<file path="config.mk">
export PLATFORM = sky130hd
export DESIGN_NAME = pin_verifier
export DESIGN_NICKNAME = d
export VERILOG_FILES = /design/src/rtl/pin_verifier_pkg.sv /design/src/rtl/pin_entry_buffer.sv /design/src/rtl/pin_verifier.sv
export SDC_FILE = /design/constraint.sdc
export NUM_CORES = 1
export LEC_CHECK = 0
export ABC_AREA = 0
export CORE_MARGIN = 2
export CORE_UTILIZATION = 47
export CTS_CLUSTER_DIAMETER = 120
export DETAILED_ROUTE_END_ITERATION = 8
export PLACE_DENSITY = 0.79
export SLEW_MARGIN = 20
export SYNTH_ARGS = -nofsm -noshare
export SYNTH_HDL_FRONTEND = slang
export SYNTH_HIERARCHICAL = 1
export SYNTH_SLANG_ARGS = --single-unit
</file>
<file path="constraint.sdc">
create_clock -name clk -period 2.2 [get_ports clk]
set_input_delay 0.22 -clock clk [delete_from_list [all_inputs] [get_ports clk]]
set_output_delay 0.22 -clock clk [all_outputs]
set_load 0.01 [all_outputs]
</file>
<file path="src/rtl/pin_verifier_pkg.sv">
// Shared types for the PIN verifier: FSM state encoding, BCD digit type and
// the width helper used for the digit counter.
package pin_verifier_pkg;

  localparam int DIGIT_W = 4;

  typedef logic [DIGIT_W-1:0] bcd_t;

  localparam bcd_t BCD_MAX = 4'd9;

  typedef enum logic [2:0] {
    ST_IDLE,
    ST_COLLECT,
    ST_CHECK,
    ST_GRANTED,
    ST_LOCKED
  } state_e;

  // Bits needed to hold a count from 0 up to and including n.
  function automatic int cnt_w(input int n);
    return $clog2(n + 1);
  endfunction

endpackage

</file>
<file path="src/rtl/pin_entry_buffer.sv">
// Keypad entry shift register: each accepted digit shifts in at the LSB end so
// the first digit typed ends up in the MSBs once the entry is full.
module pin_entry_buffer
  import pin_verifier_pkg::*;
#(
  parameter int PIN_DIGITS = 4
) (
  input  logic                                clk,
  input  logic                                reset,
  input  logic                                shift_i,
  input  logic                                clear_i,
  input  bcd_t                                digit_i,
  output logic [DIGIT_W*PIN_DIGITS-1:0]       entry_o,
  output logic [cnt_w(PIN_DIGITS)-1:0]        count_o
);

  localparam int EW = DIGIT_W * PIN_DIGITS;
  localparam int CW = cnt_w(PIN_DIGITS);

  logic [EW-1:0] entry_q, entry_d;
  logic [CW-1:0] count_q, count_d;

  always_comb begin
    entry_d = entry_q;
    count_d = count_q;
    if (clear_i) begin
      entry_d = '0;
      count_d = '0;
    end else if (shift_i) begin
      entry_d = (entry_q << DIGIT_W) | EW'(digit_i);
      count_d = count_q + CW'(1);
    end
  end

  // NOTE: state registers use non-blocking assignments so every flop samples
  // the pre-edge values regardless of process evaluation order.
  always_ff @(posedge clk or negedge reset) begin
    if (!reset) begin
      entry_q <= '0;
      count_q <= '0;
    end else begin
      entry_q <= entry_d;
      count_q <= count_d;
    end
  end

  assign entry_o = entry_q;
  assign count_o = count_q;

endmodule

</file>
<file path="src/rtl/pin_verifier.sv">
// PIN collection and verification ahead of the ATM transaction FSM.
// Optional entry timeout is built in when PIN_TIMEOUT_EN is defined.
module pin_verifier
  import pin_verifier_pkg::*;
#(
  parameter int PIN_DIGITS     = 4,
  parameter int MAX_ATTEMPTS   = 3,
  parameter int TIMEOUT_CYCLES = 1024
) (
  input  logic                          clk,
  input  logic                          reset,
  input  logic                          card_in,
  input  logic                          digit_valid,
  input  bcd_t                          digit,
  input  logic                          clear_entry,
  input  logic                          enter,
  input  logic [DIGIT_W*PIN_DIGITS-1:0] stored_pin,
  output logic [cnt_w(PIN_DIGITS)-1:0]  digits_entered,
  output logic                          correct_password,
  output logic                          wrong_pin,
  output logic                          card_retained,
  output logic                          timeout
);

  localparam int EW = DIGIT_W * PIN_DIGITS;
  localparam int CW = cnt_w(PIN_DIGITS);
  localparam int AW = cnt_w(MAX_ATTEMPTS);

  state_e        state_q, state_d;
  logic [AW-1:0] attempts_q, attempts_d;
  logic          wrong_pin_q, wrong_pin_d;
  logic          fail;
  logic          buf_shift, buf_clear;
  logic          timeout_hit;
  logic [EW-1:0] entry;
  logic [CW-1:0] count;
  logic          entry_full;

  pin_entry_buffer #(
    .PIN_DIGITS(PIN_DIGITS)
  ) u_entry (
    .clk     (clk),
    .reset   (reset),
    .shift_i (buf_shift),
    .clear_i (buf_clear),
    .digit_i (digit),
    .entry_o (entry),
    .count_o (count)
  );

  assign entry_full = (count == CW'(PIN_DIGITS));

`ifdef PIN_TIMEOUT_EN
  localparam int IW = $clog2(TIMEOUT_CYCLES + 1);

  logic [IW-1:0] idle_q, idle_d;
  logic          timeout_q;
  logic          quiet_collect;

  // Any key activity, even one that is ignored, restarts the idle window.
  assign quiet_collect = card_in && (state_q == ST_COLLECT) &&
                         !(digit_valid || clear_entry || enter);
  assign timeout_hit   = quiet_collect && (idle_q == IW'(TIMEOUT_CYCLES - 1));
  assign idle_d        = (quiet_collect && !timeout_hit) ? idle_q + IW'(1) : '0;

  always_ff @(posedge clk or negedge reset) begin
    if (!reset) begin
      idle_q    <= '0;
      timeout_q <= 1'b0;
    end else begin
      idle_q    <= idle_d;
      timeout_q <= timeout_hit;
    end
  end

  assign timeout = timeout_q;
`else
  assign timeout_hit = 1'b0;
  assign timeout     = 1'b0;
`endif

  // NOTE: every signal driven here gets a default first, so no path through
  // the case/if tree can leave one unassigned and infer a latch.
  always_comb begin
    state_d     = state_q;
    attempts_d  = attempts_q;
    wrong_pin_d = 1'b0;
    fail        = 1'b0;
    buf_shift   = 1'b0;
    buf_clear   = 1'b0;

    if (!card_in) begin
      state_d    = ST_IDLE;
      attempts_d = '0;
      buf_clear  = 1'b1;
    end else begin
      unique case (state_q)
        ST_IDLE:    state_d = ST_COLLECT;
        ST_COLLECT: begin
          if (clear_entry) begin
            buf_clear = 1'b1;
          end else if (enter) begin
            if (entry_full) state_d = ST_CHECK;
          end else if (digit_valid) begin
            buf_shift = (digit <= BCD_MAX) && !entry_full;
          end else if (timeout_hit) begin
            fail = 1'b1;
          end
        end
        ST_CHECK: begin
          if (entry == stored_pin) begin
            state_d = ST_GRANTED;
          end else begin
            wrong_pin_d = 1'b1;
            fail        = 1'b1;
          end
        end
        ST_GRANTED, ST_LOCKED: ;
        default:    state_d = ST_IDLE;
      endcase

      // A failed check and an entry timeout share the same penalty.
      if (fail) begin
        buf_clear  = 1'b1;
        attempts_d = attempts_q + AW'(1);
        state_d    = (attempts_d == AW'(MAX_ATTEMPTS)) ? ST_LOCKED : ST_COLLECT;
      end
    end
  end

  always_ff @(posedge clk or negedge reset) begin
    if (!reset) begin
      state_q     <= ST_IDLE;
      attempts_q  <= '0;
      wrong_pin_q <= 1'b0;
    end else begin
      state_q     <= state_d;
      attempts_q  <= attempts_d;
      wrong_pin_q <= wrong_pin_d;
    end
  end

  assign digits_entered   = count;
  assign correct_password = (state_q == ST_GRANTED);
  assign card_retained    = (state_q == ST_LOCKED);
  assign wrong_pin        = wrong_pin_q;

endmodule

</file>
* Word level (Yosys, flattened, before mapping)
Index checks and enable logic that the tools add are counted.
Storage, ports and cells: register bits after elaboration 25, input port bits 26, output and inout port bits 7, logic and storage cells 55
Operators by class: $add $sub $neg 2, order comparisons 1, eq/ne operators 13, multiplexer cells 27, bitwise logic cells 1, reduce and logical (&&, ||, !) cells 6
Operators with widths (count):
- 16-bit 2-to-1 mux | 2
- 3-bit 2-to-1 mux | 9
- 16-bit == test | 1
- 4-bit != test (second input constant) | 4
- 16-bit by 4-bit OR with 16-bit output | 1
- 1-bit 2-to-1 mux | 13
- 3-bit one-hot mux with 4 select lines | 1
- 3-bit by 2-bit == test with 1-bit output (second input constant) | 2
- 3-bit == test (second input constant) | 2
- 5-bit AND reduction | 1
- 4-bit <= comparator (second input constant) | 1
- 2-bit 2-to-1 mux | 2
- 3-bit by 1-bit adder with 3-bit output (second input constant) | 1
- 3-bit by 1-bit == test with 1-bit output (second input constant) | 1
- 3-bit logical NOT | 1
- 3-bit != test (second input constant) | 1
- 2-bit by 1-bit adder with 2-bit output (second input constant) | 1
- 2-bit == test (second input constant) | 1
- 2-bit by 1-bit != test with 1-bit output (second input constant) | 1
- 2-bit nonzero test | 1
- 2-bit OR reduction | 1
- 1-bit logical AND | 1
- 1-bit logical NOT | 1

* Logic depth before layout (Yosys ltp)
word-level depth 10, mapped depth 8, depth with buffers taken out 6

* Cells and area by module
The synthesis kept the hierarchy.
By module, submodules not included:
- pin_entry_buffer | instances 1, cells an instance 63, area an instance 793.3 um^2, seq. area each 475.5 um^2
- pin_verifier | instances 1, cells an instance 58, area an instance 550.5 um^2, seq. area each 150.1 um^2

* Worst setup path after synthesis
No wires, ideal clock.
path type flip-flop to flip-flop, start register u_entry.entry_q[5] (netlist: u_entry/entry_o[5]), end register u_entry.count_q[0] (netlist: u_entry/count_o[0]), library setup time 0.071 ns, arrival 1.676 ns, data required time 2.129 ns, setup slack 0.452 ns, cell stages (with the launch flop) 9, path buffers 2, period minus slack after synthesis 1.748 ns, path through dfrtp_1 -> xnor2_1 -> nand4_1 -> nor4_2 -> nor4b_4 -> nand3b_1 -> buf_2 -> buf_2 -> nor2_1
Between the ends: longest elaborated chain between the ends 7, elaborated cells between the ends (all ways) 8, classes of those cells eq/ne (1); mux (6); reduce/logical (1)
RTL lines:
- start, declared | RTL line pin_entry_buffer.sv:20 | logic [EW-1:0] entry_q, entry_d;
- start signal, assigned | RTL line pin_entry_buffer.sv:42 | entry_q <= entry_d;
- 16-bit == test (*) | RTL line pin_verifier.sv:111 | if (entry == stored_pin) begin
- 1-bit 2-to-1 mux (*) | RTL line pin_verifier.sv:111
- 1-bit 2-to-1 mux (*)
- 1-bit 2-to-1 mux (*) | RTL line pin_verifier.sv:92 | if (!card_in) begin
- 1-bit 2-to-1 mux (*) | RTL line pin_verifier.sv:123 | if (fail) begin
- 1-bit 2-to-1 mux (*) | RTL line pin_verifier.sv:92
- named net buf_clear | RTL line pin_verifier.sv:33 | logic buf_shift, buf_clear;
- 3-bit 2-to-1 mux / 2-bit nonzero test (equally long branches)
- end signal, assigned | RTL line pin_entry_buffer.sv:43 | count_q <= count_d;
- end, declared | RTL line pin_entry_buffer.sv:21 | logic [CW-1:0] count_q, count_d;
Mark *: on every way through the listed nets, which the timed path passes. The rest lies on a longest branch. The select of a mux whose other input is x is not followed. A chain may end at the register's enable or synchronous reset.

* Worst setup path after layout
start register state_q[0], end output port card_retained
Between the ends: longest elaborated chain between the ends 1
RTL lines:
- start, declared | RTL line pin_verifier.sv:29 | state_e state_q, state_d;
- start signal, assigned | RTL line pin_verifier.sv:137 | state_q <= state_d;
- 3-bit == test | RTL line pin_verifier.sv:145 | assign card_retained = (state_q == ST_LOCKED);
- end, declared | RTL line pin_verifier.sv:21 | output logic card_retained,
Every way passes these cells.

==> qor.yml <==
placed_design:
  postPlaceCellArea_mm2: 0.001703
  quantity_of_i_o_buffers_inserted_on_ports: 31
  dp_hpwl_mm: 2.077
  finalWeightedCongestion: 0.7361
  dpl_worst_slack_ns: 0.1138
clocking:
  cts_max_level: 1
  clkSinkCount: 25
  clk_latency_ns: 0.31
  post-cts-setup-buffers: 0
  clkTransAtPathRegs_ns: 0.13
  cts-root-to-sink-buffers: 2
  tritoncts: "done"
  numCtsBuffers: 3
  cts_root_buf: "sky130_fd_sc_hd__clkbuf_4"
  number_of_buffers_added_to_fix_hold_violations_after_cts: 0
  ctsResizeCount: 0
layout:
  fraction_of_layout_cells_with_a_size_suffix_above_1_pct: 8.974
  nNetsFinal: 185
  multi_input_combinational_cell_area_um2: 674.4
  number_of_inserted_filler_cells_in_the_final_layout: 236
  register_area_um2: 625.6
  post_layout_inst_area_mm2: 0.001729
  mostFrequentLayoutCells: "sky130_fd_sc_hd__clkdlybuf4s50_1 (31), sky130_fd_sc_hd__dfrtp_1 (25), sky130_fd_sc_hd__nor2_1 (20)"
  mostFrequentLayoutCell: "sky130_fd_sc_hd__clkdlybuf4s50_1"
  antenna-diode-count: 0
  area.growth.synth_to_final_pct: 28.68
die:
  core_region_area_mm2: 0.002734
  dieWidth_um: 57.47
  boundaryPins: 33
  initial_utilization_pct: 49.15
  die_h_um: 57.47
  design.die.area_mm2: 0.003303
  floorplan.rows: 19
power:
  power.share.switching_pct: 22.45
  sequentialPowerShare_pct: 60.7
  p_int_mw: 0.5919
  clock_power_share_pct: 26.0
  power.density_mw_per_mm2: 441.4
  peakVddDrop_uv: 284.0
  combinationalPowerShare_pct: 13.2
  static-leakage-power_nw: 0.6660
  p_switching_mw: 0.1713
sta:
  min_period_ns: 1.898
  totalNegativeSetupSlack_ns: 0
  rsz0062_at_grt: "no"
  final-hold-violation-count: 0
  finalWorstSetupSlack_ns: 0.3022
  timing_max_transition_violations_final: 0
  final_worst_path_period_share_pct: 86.26
  timing.final.setup_violations: 0
  skew_ns: 0.003594
  maxClockFrequency_mhz: 526.9
critical_path:
  setup.worst_path.end: "card_retained"
  setup.worst_path.end_class: "primary output"
  cp_data_required_time_ns: 1.98
  worstRegToRegCells: 6
  worstPathMaxFanout: 6
  rr_startpoint: "state_q[2]$_DFFE_PN0P_"
  startpoint: "state_q[0]$_DFFE_PN0P_"
  cp_data_arrival_time_ns: 1.68
  setup.worst_path.start_class: "flop"
  worst-r2r-setup-slack_ns: 0.35
  crit_type: "flop to primary output"
  worst_r2r_endpoint: "u_entry/count_o[1]$_DFFE_PN0P_"
job:
  max-cap-violations: 0
global_route:
  overall_track_demand_over_capacity_in_global_routing_pct: 18.16
  largest_net_degree_at_the_start_of_global_routing: 26
  grt_pass1_vias: 1040
  antenna_found_initial: 0
  global_route_wire_length_before_repair_mm: 4.616
  grt-ovfl-total: 0
logic_synthesis:
  yosys_warnings: 6
  avg_inst_size_synth_um2: 11.11
  ys_async_sr_fraction_pct: 100.0
  synth-seq-cells: 25
  yosysSeqAreaShare_pct: 46.55
  synth.cell_area_mm2: 0.001344
  synth_flop_cell: "sky130_fd_sc_hd__dfrtp_1"
  synthesis.nets: 149
  netlist-cell-type-count: 30
  synth-edff-count: 0
  synth_cells: 121
min_path:
  min-delay-path-class: "input port to async pin"
routing:
  drc: 0
  drt_pre_antenna_iters: 4
  initialDrtViolationCount: 33
  detailroute.via_count: 999
  routed_wirelength_mm: 2.706
  post_dr_vias_cell: 5.342
  wire_per_inst_um: 14.47
  route.antenna.remaining_nets: 0
status:
  run_status: "completed"
[worst min-delay path by stage]
stage          slack [ns]                             from                              end
2_1_floorplan       -0.08                            reset        attempts_q[0]$_DFFE_PN0P_
3_3_place_gp         0.52        attempts_q[0]$_DFFE_PN0P_        attempts_q[0]$_DFFE_PN0P_
3_5_place_dp         0.54  u_entry/entry_o[12]$_DFFE_PN0P_  u_entry/entry_o[12]$_DFFE_PN0P_
4_1_cts              0.26                            reset   u_entry/entry_o[5]$_DFFE_PN0P_
5_1_grt              0.27                            reset   u_entry/entry_o[5]$_DFFE_PN0P_
6_report             0.26                            reset  u_entry/entry_o[14]$_DFFE_PN0P_
[metrics by stage]
| stage | power (mW) | hold slack [ns] | instances | utilization (%) |
|---|---|---|---|---|
| after CTS | 0.7756 | 0.2611 | 187 | 63.25 |
| after detailed placement | 0.5740 | 0.5394 | 183 | 62.29 |
| final | 0.7632 | 0.2616 | 187 | 63.25 |
| after floorplan | 0.5062 | -0.07559 | 121 | - |
| after global routing | 0.7998 | 0.2692 | 187 | 63.25 |
| after global placement | 0.5720 | 0.5214 | 183 | 62.29 |
[synthesized netlist by cell type, types with 2 or more instances]
| master | n | share of area (%) |
|---|---|---|
| sky130_fd_sc_hd__dfrtp_1 | 25 | 47 |
| sky130_fd_sc_hd__buf_6 | 2 | 1.7 |
| sky130_fd_sc_hd__nand2b_1 | 2 | 0.93 |
| sky130_fd_sc_hd__xnor2_1 | 17 | 11 |
| sky130_fd_sc_hd__buf_2 | 2 | 0.74 |
| sky130_fd_sc_hd__nand3b_1 | 3 | 1.7 |
| sky130_fd_sc_hd__mux2i_1 | 19 | 14 |
| sky130_fd_sc_hd__nor2_1 | 20 | 5.6 |
| sky130_fd_sc_hd__ha_1 | 2 | 1.9 |
| sky130_fd_sc_hd__nand2_1 | 5 | 1.4 |
| sky130_fd_sc_hd__nor3b_1 | 2 | 1.1 |
| sky130_fd_sc_hd__nand4_1 | 4 | 1.9 |
[critical path, stage by stage, from the launching register on]
cell and delay [ns]:
sky130_fd_sc_hd__dfrtp_1 0.48, sky130_fd_sc_hd__nor3b_1 0.30, sky130_fd_sc_hd__clkdlybuf4s50_1 0.59
[cell families (layout without fill, tap and decap cells)]
kind of cell             Yosys count  count (layout)  share of synthesized area (%)
AO/OA/AOI/OAI                      6               6                          3.910
multiplexers                      19              19                          14.15
AND/OR/NAND/NOR                   45              45                          18.90
other                              1               1                         0.2791
adder cells (fa/ha/maj)            2               2                          1.862
flip-flops                        25              25                          46.55
buffers and inverters              6              41                          3.259
XOR/XNOR                          17              17                          11.08
[layout make-up]
cell class / count / share of cell area, %
Timing Repair Buffer: 36 / 20.84
Sequential cell: 25 / 36.18
Clock buffer: 4 / 1.520
Inverter: 1 / 0.2171
Multi-Input combinational cell: 90 / 39.00
Tap cell: 31 / 2.243
[layer usage]
| layer | up-vias | global-route usage [%] | wire (um) |
|---|---|---|---|
| met4 | 0 | 7.641 | 28 |
| met2 | 31 | 31.01 | 1318 |
| met3 | 4 | 3.401 | 160 |
| met1 | 479 | 22.40 | 1199 |
| li1 | 485 | - | - |
| met5 | - | 0 | 0 |
[registers in the layout, summed over array words and instances, names as in the netlist]
name,count
state_q,3
attempts_q,2
wrong_pin,1
u_entry/count_o,3
u_entry/entry_o,16
[power groups by stage]
stage	combinational, mW	clock, mW	sequential, mW
after global placement	0.100	0	0.472
after detailed placement	0.102	0	0.472
final	0.101	0.199	0.464
after global routing	0.110	0.226	0.464
after CTS	0.103	0.210	0.464
after floorplan	0.0343	0	0.472
Note: power is estimated with default switching activity, not from simulation.
